===== src/rtl/pong_game_ctrl_if.sv =====
// Control/status bundle between the pong game sequencer and the rest of the video datapath.
// master: VGA timing, buttons and ball engine side; slave: the game controller.
interface pong_game_ctrl_if #(
    parameter int SCORE_W = 4
);
    logic               vsync;
    logic               start_btn;
    logic               pause_btn;
    logic               miss_left;
    logic               miss_right;
    logic               ball_run;
    logic               ball_load;
    logic               serve_dir;
    logic [SCORE_W-1:0] score_left;
    logic [SCORE_W-1:0] score_right;
    logic               game_over;
    logic               winner;
    logic [2:0]         state;

    modport master (
        output vsync, start_btn, pause_btn, miss_left, miss_right,
        input  ball_run, ball_load, serve_dir, score_left, score_right,
               game_over, winner, state
    );

    modport slave (
        input  vsync, start_btn, pause_btn, miss_left, miss_right,
        output ball_run, ball_load, serve_dir, score_left, score_right,
               game_over, winner, state
    );
endinterface


===== src/rtl/pong_game_ctrl.sv =====
// Pong game-flow sequencer: serve/play/point/pause/over, scores, ball engine gating.
// Latency: 1 clk from input event to registered outputs; no backpressure, pulses are consumed as they arrive.
module pong_game_ctrl #(
    parameter int SERVE_DELAY_FRAMES = 60,
    parameter int POINT_HOLD_FRAMES  = 30,
    parameter int WIN_SCORE          = 7,
    parameter int SCORE_W            = 4,
    parameter int FRAME_CNT_W        = 8
) (
    input  logic              clk,
    input  logic              reset,
    pong_game_ctrl_if.slave   bus
);
    typedef enum logic [2:0] {
        IDLE  = 3'd0,
        SERVE = 3'd1,
        PLAY  = 3'd2,
        POINT = 3'd3,
        PAUSE = 3'd4,
        OVER  = 3'd5
    } state_e;

    localparam logic [FRAME_CNT_W-1:0] SERVE_LAST = FRAME_CNT_W'(SERVE_DELAY_FRAMES - 1);
    localparam logic [FRAME_CNT_W-1:0] POINT_LAST = FRAME_CNT_W'(POINT_HOLD_FRAMES - 1);
    localparam logic [SCORE_W-1:0]     WIN_VAL    = SCORE_W'(WIN_SCORE);

    state_e                 state_q, state_d;
    logic [SCORE_W-1:0]     score_left_q, score_left_d;
    logic [SCORE_W-1:0]     score_right_q, score_right_d;
    logic [FRAME_CNT_W-1:0] frame_cnt_q, frame_cnt_d;
    logic                   serve_dir_q, serve_dir_d;
    logic                   winner_q, winner_d;
    logic                   run_q, run_d;
    logic                   load_q, load_d;
    logic                   game_over_q, game_over_d;
    logic                   vsync_q, start_q, pause_q;

    logic frame_tick, start_rise, pause_rise;

    assign frame_tick = vsync_q & ~bus.vsync;
    assign start_rise = ~start_q & bus.start_btn;
    assign pause_rise = ~pause_q & bus.pause_btn;

    function automatic logic [SCORE_W-1:0] sat_inc(input logic [SCORE_W-1:0] v);
        return (&v) ? v : v + 1'b1;
    endfunction

    always_comb begin
        state_d       = state_q;
        score_left_d  = score_left_q;
        score_right_d = score_right_q;
        frame_cnt_d   = frame_cnt_q;
        serve_dir_d   = serve_dir_q;
        winner_d      = winner_q;

        case (state_q)
            IDLE: begin
                if (start_rise) begin
                    state_d     = SERVE;
                    frame_cnt_d = '0;
                end
            end
            SERVE: begin
                if (frame_tick) begin
                    if (frame_cnt_q == SERVE_LAST) begin
                        state_d     = PLAY;
                        frame_cnt_d = '0;
                    end else begin
                        frame_cnt_d = frame_cnt_q + 1'b1;
                    end
                end
            end
            PLAY: begin
                // A simultaneous miss on both sides is a let: re-serve, nobody scores.
                if (bus.miss_left && bus.miss_right) begin
                    state_d     = SERVE;
                    frame_cnt_d = '0;
                end else if (bus.miss_left) begin
                    score_right_d = sat_inc(score_right_q);
                    serve_dir_d   = 1'b0;
                    state_d       = POINT;
                end else if (bus.miss_right) begin
                    score_left_d = sat_inc(score_left_q);
                    serve_dir_d  = 1'b1;
                    state_d      = POINT;
                end else if (pause_rise) begin
                    state_d = PAUSE;
                end
            end
            POINT: begin
                if (frame_tick) begin
                    if (frame_cnt_q == POINT_LAST) begin
                        frame_cnt_d = '0;
                        if (score_left_q == WIN_VAL) begin
                            state_d  = OVER;
                            winner_d = 1'b0;
                        end else if (score_right_q == WIN_VAL) begin
                            state_d  = OVER;
                            winner_d = 1'b1;
                        end else begin
                            state_d = SERVE;
                        end
                    end else begin
                        frame_cnt_d = frame_cnt_q + 1'b1;
                    end
                end
            end
            PAUSE: begin
                if (pause_rise) state_d = PLAY;
            end
            OVER: begin
                if (start_rise) begin
                    score_left_d  = '0;
                    score_right_d = '0;
                    serve_dir_d   = 1'b1;
                    frame_cnt_d   = '0;
                    state_d       = SERVE;
                end
            end
            default: state_d = IDLE;
        endcase

        // Outputs are decoded from the next state so they register alongside it.
        run_d       = (state_d == PLAY);
        load_d      = (state_d == IDLE) || (state_d == SERVE) || (state_d == OVER);
        game_over_d = (state_d == OVER);
    end

    always_ff @(posedge clk) begin
        if (reset) begin
            state_q       <= IDLE;
            score_left_q  <= '0;
            score_right_q <= '0;
            frame_cnt_q   <= '0;
            serve_dir_q   <= 1'b1;
            winner_q      <= 1'b0;
            run_q         <= 1'b0;
            load_q        <= 1'b1;
            game_over_q   <= 1'b0;
            vsync_q       <= 1'b1;
            start_q       <= 1'b1;
            pause_q       <= 1'b1;
        end else begin
            state_q       <= state_d;
            score_left_q  <= score_left_d;
            score_right_q <= score_right_d;
            frame_cnt_q   <= frame_cnt_d;
            serve_dir_q   <= serve_dir_d;
            winner_q      <= winner_d;
            run_q         <= run_d;
            load_q        <= load_d;
            game_over_q   <= game_over_d;
            vsync_q       <= bus.vsync;
            start_q       <= bus.start_btn;
            pause_q       <= bus.pause_btn;
        end
    end

    assign bus.state       = state_q;
    assign bus.score_left  = score_left_q;
    assign bus.score_right = score_right_q;
    assign bus.serve_dir   = serve_dir_q;
    assign bus.winner      = winner_q;
    assign bus.ball_run    = run_q;
    assign bus.ball_load   = load_q;
    assign bus.game_over   = game_over_q;
endmodule


===== src/flat_wrapper.sv =====
// flat-port wrapper written by rule: the top's interface ports become plain ports
module pong_game_ctrl_flat 
#(
    parameter int SERVE_DELAY_FRAMES = 60,
    parameter int POINT_HOLD_FRAMES  = 30,
    parameter int WIN_SCORE          = 7,
    parameter int SCORE_W            = 4,
    parameter int FRAME_CNT_W        = 8
)
  (clk, reset, bus_vsync, bus_start_btn, bus_pause_btn, bus_miss_left, bus_miss_right, bus_ball_run, bus_ball_load, bus_serve_dir, bus_score_left, bus_score_right, bus_game_over, bus_winner, bus_state);
  pong_game_ctrl_if #(.SCORE_W(SCORE_W)) bus_i ();
  input  logic clk;
  input  logic reset;
  input wire logic [$bits(bus_i.vsync)-1:0] bus_vsync;
  input wire logic [$bits(bus_i.start_btn)-1:0] bus_start_btn;
  input wire logic [$bits(bus_i.pause_btn)-1:0] bus_pause_btn;
  input wire logic [$bits(bus_i.miss_left)-1:0] bus_miss_left;
  input wire logic [$bits(bus_i.miss_right)-1:0] bus_miss_right;
  output wire logic [$bits(bus_i.ball_run)-1:0] bus_ball_run;
  output wire logic [$bits(bus_i.ball_load)-1:0] bus_ball_load;
  output wire logic [$bits(bus_i.serve_dir)-1:0] bus_serve_dir;
  output wire logic [$bits(bus_i.score_left)-1:0] bus_score_left;
  output wire logic [$bits(bus_i.score_right)-1:0] bus_score_right;
  output wire logic [$bits(bus_i.game_over)-1:0] bus_game_over;
  output wire logic [$bits(bus_i.winner)-1:0] bus_winner;
  output wire logic [$bits(bus_i.state)-1:0] bus_state;
  assign bus_i.vsync = bus_vsync;
  assign bus_i.start_btn = bus_start_btn;
  assign bus_i.pause_btn = bus_pause_btn;
  assign bus_i.miss_left = bus_miss_left;
  assign bus_i.miss_right = bus_miss_right;
  assign bus_ball_run = bus_i.ball_run;
  assign bus_ball_load = bus_i.ball_load;
  assign bus_serve_dir = bus_i.serve_dir;
  assign bus_score_left = bus_i.score_left;
  assign bus_score_right = bus_i.score_right;
  assign bus_game_over = bus_i.game_over;
  assign bus_winner = bus_i.winner;
  assign bus_state = bus_i.state;
  pong_game_ctrl #(.SERVE_DELAY_FRAMES(SERVE_DELAY_FRAMES), .POINT_HOLD_FRAMES(POINT_HOLD_FRAMES), .WIN_SCORE(WIN_SCORE), .SCORE_W(SCORE_W), .FRAME_CNT_W(FRAME_CNT_W)) u_core (.clk(clk), .reset(reset), .bus(bus_i));
endmodule

===== config.mk =====
export PLATFORM = sky130hd
export DESIGN_NAME = pong_game_ctrl_flat
export DESIGN_NICKNAME = d
export VERILOG_FILES = /design/src/rtl/pong_game_ctrl_if.sv /design/src/rtl/pong_game_ctrl.sv /design/src/flat_wrapper.sv
export SDC_FILE = /design/constraint.sdc
export NUM_CORES = 1
export LEC_CHECK = 0
export BUFFER_PORTS_ARGS = -buffer_cell sky130_fd_sc_hd__clkbuf_2
export CAP_MARGIN = 30
export CELL_PAD_IN_SITES_DETAIL_PLACEMENT = 1
export CELL_PAD_IN_SITES_GLOBAL_PLACEMENT = 1
export CORE_MARGIN = 2
export CORE_UTILIZATION = 25
export CTS_BUF_LIST = sky130_fd_sc_hd__clkbuf_2 sky130_fd_sc_hd__clkbuf_4 sky130_fd_sc_hd__clkbuf_8
export CTS_CLUSTER_DIAMETER = 100
export DETAILED_ROUTE_END_ITERATION = 16
export PLACE_DENSITY = 0.49
export SETUP_SLACK_MARGIN = 0.1
export SYNTH_ARGS = -nofsm -noshare
export SYNTH_HDL_FRONTEND = slang
export SYNTH_SLANG_ARGS = --single-unit

===== constraint.sdc =====
create_clock -name clk -period 5.4 [get_ports clk]
set_clock_uncertainty 0.2 [all_clocks]
set_input_delay 0.27 -clock clk [delete_from_list [all_inputs] [get_ports clk]]
set_output_delay 0.27 -clock clk [all_outputs]
set_load 0.01 [all_outputs]

Word level (Yosys, flattened, before mapping). Index checks and enable logic that the tools add are counted.

Output and inout bits: 16. Word-level logic and storage cells: 98. Register bits: 27. Input port bits: 7.

$add $sub $neg: 3. Eq/ne operators: 24. Bitwise gates (word level): 6. Reductions and logical operators: 16. Muxes and demuxes: 37.

Operators by type and width (number): $mux W8 (6); $mux W3 (12); $mux W4 (8); $pmux W8 S4 (1); $pmux W4 S2 (2); $reduce_and A4 Y1 (4); $pmux W3 S5 (1); $ne A2 B2 Y1 const B (6); $ne A2 B1 Y1 const B (5); $reduce_and A5 Y1 (2); $eq A3 B2 Y1 const B (3); $eq A3 B3 Y1 const B (3); $add A4 B1 Y4 const B (2); $add A8 B1 Y8 const B (1); $eq A4 B3 Y1 const B (2); $eq A8 B5 Y1 const B (1); $eq A8 B6 Y1 const B (1); $eq A3 B1 Y1 const B (2); $logic_not A3 Y1 (2); $mux W1 (6); $reduce_and A6 Y1 (1); $reduce_bool A2 Y1 (2); $reduce_bool A4 Y1 (1); $and A1 B1 Y1 (3); other kinds (6) (9).

Longest topological paths before layout. Gate-level depths: netlist (run 1).

Depth after elaboration: 10. Mapped depth: 8. Mapped depth without buffers: 7.

Worst setup path before layout (run 1). Ideal clock, no wire load.

Path type: reg-to-reg. Start point: register u_core.state_q[1] (netlist: u_core.bus.state[1]). End point: register u_core.score_left_q[1] (netlist: u_core.bus.score_left[1]). Stages on the path, launching flop included: 6. Path buffers: 0. Path slack: 3420 ps. Arrival time: 1656 ps. Period minus slack after synthesis: 1980 ps. Data required time: 5076 ps. Library setup time: 124 ps. Path through: dfxtp_1 > or3b_4 > or4b_4 > nand2_1 > mux2i_1 > nor2_1.

Longest elaborated chain between the ends: 3. Elaborated cells between the ends (all ways): 10. Those cells by class: eq/ne (7); mux (1); reduce/logical (2).

Ends and longest elaborated chain: start: declaration (RTL line pong_game_ctrl.sv:27) `state_e state_q, state_d;`; start signal: assignment (RTL line pong_game_ctrl.sv:144) `state_q <= state_d;`; $eq A3 B2 Y1 or $eq A3 B3 Y1 (tied branches) (RTL line pong_game_ctrl.sv:56) `case (state_q)`; $ne A2 B2 Y1 (no line) (tied with other cells); $reduce_and A6 Y1 (no line); end signal: assignment (RTL line pong_game_ctrl.sv:145) `score_left_q <= score_left_d;`; end: declaration (RTL line pong_game_ctrl.sv:28) `logic [SCORE_W-1:0] score_left_q, score_left_d;`.

Several ways; a longest one is shown, not always the timed one. A chain may end at the register's enable or synchronous reset.

Worst setup path after layout (run 1).
Start point: register u_core.frame_cnt_q[1]. End point: register u_core.frame_cnt_q[2].

Longest elaborated chain between the ends: 4. Elaborated cells between the ends (all ways): 8. Those cells by class: add/sub (1); eq/ne (2); mux (5).

Ends and longest elaborated chain: start: declaration (RTL line pong_game_ctrl.sv:30) `logic [FRAME_CNT_W-1:0] frame_cnt_q, frame_cnt_d;`; start signal: assignment (RTL line pong_game_ctrl.sv:147) `frame_cnt_q <= frame_cnt_d;`; $add A8 B1 Y8 (tied with other cells) (RTL line pong_game_ctrl.sv:69, pong_game_ctrl.sv:104); $mux W8, on equally long branches (RTL line pong_game_ctrl.sv:92, pong_game_ctrl.sv:65); $mux W8, on equally long branches (RTL line pong_game_ctrl.sv:91, pong_game_ctrl.sv:64); $pmux W8 S4 * (RTL line pong_game_ctrl.sv:56).

Mark *: on every way between the ends. The rest lies on a longest branch, timed or not. The select of a mux whose other input is x is not followed.

==> results by group, run 1 <==
Floorplanning
  – Height of the chip: 81.05 µm
  – Site Rows: 28
  – Core ar.: 5816 µm²
  – Die Width: 81.05 µm
  – Die area: 6568 µm²
  – Initial core utilization: 25.52%
  – IO Pins: 23

Finish
  – Layout Nets: 212
  – Layout cells sized above 1: 19.00%
  – Most frequent cells in the layout: 27 x dfxtp_1, 22 x clkbuf_2, 18 x nand2_1
  – N_diodes: 0
  – Most common cell after layout, fill and taps aside: dfxtp_1
  – Synthesis-to-layout area growth: 16.44%
  – Final cell count without fillers: 275
  – Fin area: 1728 µm²
  – Post-Route Utilization: 29.71%

GRT
  – Grt ovf: 0
  – First-pass GRT wire length: 6.375 mm
  – Pin count of the biggest net entering global routing: 19
  – Vias in the first global route: 1342
  – Initial antenna violation count: 0
  – Tot GR Track Use: 12.51%

Placed design
  – Hpwl dp: 2.915 mm
  – IO buf count: 22
  – Cell Area, Placed: 1649 µm²
  – Dpl ws: 3037 ps
  – Routability cong.: 0.7189
  – Dpl cells: 268

Hold path
  – Worst hold endpoint: u_core.bus.serve_dir$_SDFFE_PP1P_
  – Hold Crit Depth: 3
  – Hold Startpoint: bus_miss_left
  – Worst Hold Class: in2reg

Critical path
  – Slowest stage delay, CP: 520 ps
  – WP data required: 5410 ps
  – CP cell instances: inv_1 > ha_1 > and4b_1 > a311o_1 > a22oi_2 > nand3b_1 > a31oi_1
  – Worst R2R Path Depth: 7
  – CP arrival: 2360 ps
  – Worst Setup Start Kind: flop
  – Reg2reg start: u_core.frame_cnt_q[1]$_SDFFE_PP0P_
  – Slowest CP cell: a22oi_2
  – Worst Setup End Kind: flop
  – CP Max Fanout: 14
  – Crit path kind: reg2reg
  – Worst reg2reg setup slack: 3050 ps
  – Reg2reg end: u_core.frame_cnt_q[2]$_SDFFE_PP0P_

Detailed routing
  – Metal1 wirelength: 1.678 mm
  – Detailed-route vias per instance: 4.993
  – Detail Route met3 WL: 110 µm
  – Drt wl/cell: 13.96 µm
  – First drt pass iteration count: 4
  – Via count: 1373
  – DRT iter0 DRCs: 46
  – Met2 Routed Length: 2.028 mm
  – Max Used Layer: met4
  – Final ANT Viol Nets: 0
  – Post-Route WL: 3.839 mm
  – DRC viols: 0

Clocking
  – CTS root buf: clkbuf_8
  – TritonCTS Buffers: 3
  – Clock Sink Count: 27
  – Post-CTS Setup Bufs: 0
  – CTS tree: done
  – Post-cts resize count: 0
  – Clock latency on the worst-skew pair: 280 ps
  – Clk buf depth: 2
  – H-tree levels: 1
  – Worst-path clk slew: 100 ps
  – Post-CTS Hold Fix Bufs: 3

STA
  – Tcrit/Tclk final: 43.54%
  – Worst-Margin Slew: 661.9 ps
  – Max-slew violation count: 0
  – Final Hold Vio Count: 0
  – Final worst slack: 3049 ps
  – Setup-failing EPs final: 0
  – Fmax: 425.4 MHz
  – Min Tclk post-route: 2351 ps
  – Slew HR: 55.87%
  – RSZ-0062 raised after global routing: false
  – Setup TNS: 0 ps

Yosys
  – Area of the mapped netlist: 1484 µm²
  – Register area share after synthesis: 36.42%
  – Yosys warns: 0
  – Main synth FF type: dfxtp_1
  – Number of flops mapped to enable cells by yosys: 0
  – Mean area per synthesized cell: 8.290 µm²
  – Seq cells post-synth: 27
  – Distinct cells, synth: 45
  – Synthesized Nets: 190
  – Post-synthesis cell count: 179
  – Async set or reset register ratio after synthesis: 0%

Pwr
  – Leakage power: 0.6330 nW
  – P per Cell Area: 234.9 nW/µm²
  – Worst-case vdd ir drop: 106.4 µV

Run
  – Max cap viols: 0

Status
  – Status: complete, no violations
-- cell usage after synthesis (4+ instances only) --
| cell | number | area share (%) |
|---|---|---|
| nand3b_1 | 4 | 2.0 |
| ha_1 | 4 | 3.4 |
| clkbuf_1 | 6 | 1.5 |
| nand3_1 | 14 | 4.7 |
| or2_2 | 4 | 1.7 |
| xnor2_1 | 6 | 3.5 |
| o21ai_0 | 9 | 3.0 |
| a31oi_1 | 5 | 2.1 |
| nor2b_1 | 5 | 2.1 |
| nand2_1 | 18 | 4.6 |
| inv_1 | 4 | 1.0 |
| dfxtp_1 | 27 | 36 |
| nor2_1 | 15 | 3.8 |
| a21oi_1 | 10 | 3.4 |
| a211oi_1 | 4 | 2.0 |
-- registers in the layout, summed over array words and instances (netlist names), 3 cells and up --
| name | count |
|---|---|
| u_core.frame_cnt_q | 8 |
| u_core.bus.score_right | 4 |
| u_core.bus.state | 3 |
| u_core.bus.score_left | 4 |
-- final cells by class --
type	count	area, µm²
fill	739	4088
multi-input combinational	140	889.6
sequential	27	540.5
timing repair buffer	25	140.1
tap	75	93.84
clock buffer	3	41.29
inverter	4	15.01
clock inverter	1	7.507
-- critical path: cells and delay by family, from the launching register on --
kind	cells	cell delay, ps
DFF	1	380
AOI/OAI and AO/OA	3	1080
adders and majority gates	1	170
buffers and inverters	1	60
and+or+nand+nor	2	400
-- cells by family after synthesis --
| group | after synthesis | synth area share [%] |
|---|---|---|
| simple gates | 86 | 32.80 |
| compound gates | 42 | 18.89 |
| flops | 27 | 36.43 |
| buf+inv | 12 | 3.625 |
| xor+xnor | 6 | 3.541 |
| fa+ha+maj | 4 | 3.373 |
| mux | 2 | 1.349 |
-- how the worst max path moves through the flow --
stage	start	end	slack (ps)	cells after the start
2_1_floorplan	u_core.bus.state[1]$_SDFF_PP0_	u_core.bus.score_left[1]$_SDFFE_PP0P_	3420	5
3_3_place_gp	u_core.bus.state[1]$_SDFF_PP0_	u_core.bus.score_left[1]$_SDFFE_PP0P_	3170	5
3_5_place_dp	u_core.frame_cnt_q[1]$_SDFFE_PP0P_	u_core.frame_cnt_q[6]$_SDFFE_PP0P_	3040	7
4_1_cts	u_core.frame_cnt_q[1]$_SDFFE_PP0P_	u_core.frame_cnt_q[2]$_SDFFE_PP0P_	3010	7
5_1_grt	u_core.frame_cnt_q[1]$_SDFFE_PP0P_	u_core.frame_cnt_q[2]$_SDFFE_PP0P_	2860	7
6_report	u_core.frame_cnt_q[1]$_SDFFE_PP0P_	u_core.frame_cnt_q[2]$_SDFFE_PP0P_	3050	7
-- where the power goes --
part	leakage (nW)	total, mW	internal, mW	switching (mW)
Combinational	0.392	0.0653	0.0247	0.0406
Clock	0.0217	0.122	0.0525	0.0693
Sequential	0.219	0.219	0.207	0.0118
Total	0.633	0.406	0.284	0.122
-- through the flow --
stage / power (mW) / hold slack [ps]
2_1_floorplan: 0.2681 / 176.6
3_3_place_gp: 0.2863 / 267.0
3_5_place_dp: 0.2887 / 278.3
4_1_cts: 0.4148 / 128.6
5_1_grt: 0.4313 / 150.6
6_report: 0.4058 / 130.6
-- routing by layer --
layer / vias up / GRT usage (%)
met1: 663 / 14.09
met5: - / 0
met4: 0 / 2.034
li1: 690 / -
met2: 18 / 23.88
met3: 2 / 3.111
Power figures use the tool's default switching activity.
==> run 2: changes to the inputs <==
PLACE_DENSITY = 0.51   (was 0.49)
clock period = 2.1 ns   (was 5.4 ns; I/O delays follow)
==> results by group, run 2 (same netlist as run 1, synthesis figures left out) <==
Run
  – Max cap viols: 0 (unchanged)

Critical path
  – WP data required: 2110 ps (-3300 ps)
  – Worst R2R Path Depth: 10 (+3)
  – Worst reg2reg setup slack: 80 ps (-2970 ps)
  – Reg2reg start: u_core.frame_cnt_q[1]$_SDFFE_PP0P_
  – End point of the critical path: u_core.frame_cnt_q[5]$_SDFFE_PP0P_
  – CP Max Fanout: 7 (-7)
  – CP arrival: 2030 ps (-330 ps)
  – Crit path kind: reg2reg
  – Reg2reg end: u_core.frame_cnt_q[5]$_SDFFE_PP0P_
  – CP startpoint: u_core.frame_cnt_q[1]$_SDFFE_PP0P_
  – Worst Setup Start Kind: flop
  – Worst Setup End Kind: flop

Clocking
  – Clock latency on the worst-skew pair: 290 ps (about the same)
  – CTS tree: done
  – Clk buf depth: 2 (unchanged)
  – Worst-path clk slew: 100 ps (about the same)
  – CTS root buf: clkbuf_8
  – Clock Sink Count: 27 (unchanged)
  – H-tree levels: 1 (unchanged)
  – TritonCTS Buffers: 3 (unchanged)

Floorplanning
  – Die area: 6568 µm² (unchanged)
  – IO Pins: 23 (unchanged)
  – Initial core utilization: 25.52% (unchanged)
  – Die Width: 81.05 µm (unchanged)
  – Height of the chip: 81.05 µm (unchanged)
  – Site Rows: 28 (unchanged)
  – Core ar.: 5816 µm² (unchanged)

Placed design
  – Dpl cells: 276 (+3.0%)
  – IO buf count: 22 (unchanged)
  – Hpwl dp: 3.260 mm (+12%)
  – Cell Area, Placed: 1722 µm² (+4.4%)
  – Routability cong.: 0.7531 (+4.8%)

GRT
  – Tot GR Track Use: 14.49% (+2.0 points)
  – Pin count of the biggest net entering global routing: 19 (unchanged)
  – Grt ovf: 0 (unchanged)
  – First-pass GRT wire length: 7.334 mm (+15%)
  – Initial antenna violation count: 0 (unchanged)
  – Vias in the first global route: 1544 (+15%)

Detailed routing
  – DRC viols: 0 (unchanged)
  – DRT iter0 DRCs: 30 (-35%)
  – Detailed-route vias per instance: 5.054 (+1.2%)
  – Via count: 1491 (+8.6%)
  – Drt wl/cell: 15.87 µm (+14%)
  – Post-Route WL: 4.682 mm (+22%)
  – First drt pass iteration count: 4 (unchanged)
  – Final ANT Viol Nets: 0 (unchanged)

STA
  – Final Hold Vio Count: 0 (unchanged)
  – Setup-failing EPs final: 0 (unchanged)
  – Fmax: 494.3 MHz (+16%)
  – Worst-Margin Slew: 412.7 ps (-249.3 ps)
  – Min Tclk post-route: 2023 ps (-328.0 ps)
  – Tcrit/Tclk final: 96.33% (+53 points)
  – Max-slew violation count: 0 (unchanged)
  – RSZ-0062 raised after global routing: true
  – Slew HR: 72.49% (+17 points)

Finish
  – N_diodes: 0 (unchanged)
  – Most frequent cells in the layout: 22 x clkbuf_2, 20 x dfxtp_1, 17 x nand2_1
  – Layout cells sized above 1: 35.00% (+16 points)
  – Synthesis-to-layout area growth: 35.50%
  – Most common cell after layout, fill and taps aside: clkbuf_2
  – Layout Nets: 232 (+9.4%)
  – Fill cells: 717 (-3.0%)
  – Post-Route Utilization: 34.57% (+4.9 points)
  – Final cell count without fillers: 295 (+7.3%)
  – Largest register FFs: 8 (unchanged)
  – Biggest register: u_core.frame_cnt_q
  – Fin area: 2011 µm² (+16%)

Status
  – Status: complete, no violations

Hold path
  – Hold Crit Depth: 2 (-1)
  – Worst Hold Class: in2reg

Pwr
  – Leakage power: 0.7542 nW (+19%)
  – Tot Pwr: 1.158 mW (+190%)
  – Worst-case vdd ir drop: 356.6 µV (+240%)
  – P per Cell Area: 575.7 nW/µm² (+150%)
==> run 2: changes by cell type in the layout (fill, tap and decap cells not counted), sizes merged <==
| cell | delta |
|---|---|
| clkbuf | +1 |
| dlygate4sd3 | +1 |
| buf | +18 |
==> run 2: where the power goes <==
| part | switching, mW | internal (mW) | leakage, nW |
|---|---|---|---|
| clock network | 0.193 | 0.136 | 0.0217 |
| registers | 0.0129 | 0.531 | 0.223 |
| logic | 0.152 | 0.132 | 0.509 |
| total | 0.359 | 0.799 | 0.754 |
==> run 2: worst min path at each step <==
stage,startpoint,end,slack [ps]
6_report,reset,u_core.frame_cnt_q[0]$_SDFFE_PP0P_,60
5_1_grt,reset,u_core.frame_cnt_q[0]$_SDFFE_PP0P_,80
4_1_cts,reset,u_core.frame_cnt_q[0]$_SDFFE_PP0P_,70
3_5_place_dp,bus_pause_btn,u_core.pause_q$_SDFF_PP1_,110
3_3_place_gp,bus_pause_btn,u_core.pause_q$_SDFF_PP1_,100
2_1_floorplan,bus_pause_btn,u_core.pause_q$_SDFF_PP1_,10
==> run 2: repair_timing <==
action / in CTS / in global routing
resized for setup: 13 / 20
setup buffers: 4 / 6
cloned: 1 / 0
hold endpoints to repair: 4 / 0
hold buffers: 4 / 0
endpoints found under the setup margin: 11 / 20
pin swaps: 9 / 12
==> run 2: layout make-up <==
class	instances	area (µm²)	share of cell area (%)
Multi-Input combinational cell	140	972.2	48.35
Sequential cell	27	554.3	27.57
Timing Repair Buffer	45	326.6	16.24
Tap cell	75	93.84	4.667
Clock buffer	3	41.29	2.054
Inverter	4	15.01	0.7467
Clock inverter	1	7.507	0.3734
==> run 2: critical path, stage by stage (launching register included) <==
cell	delay (ps)
dfxtp_2	340
buf_6	120
ha_4	150
nand4b_1	150
buf_4	170
o21ai_2	60
a22oi_2	200
buf_4	150
buf_12	110
nand3_2	80
a31oi_1	210
==> run 2: stage by stage <==
step / setup slack [ps] / hold slack, ps / TNS, ps
detailed placement: -25.44 / 113.1 / -37.58
global placement: 88.81 / 104.1 / 0
finish: 76.98 / 58.86 / 0
floorplan: 119.9 / 11.58 / 0
CTS: 84.07 / 65.40 / 0
global route: -6.562 / 82.56 / -6.562
==> run 2: per-layer routing <==
layer	global-route usage [%]	routed length, µm
met1	14.99	1858
met2	29.01	2618
met3	2.889	114
met4	4.068	89
met5	0	0
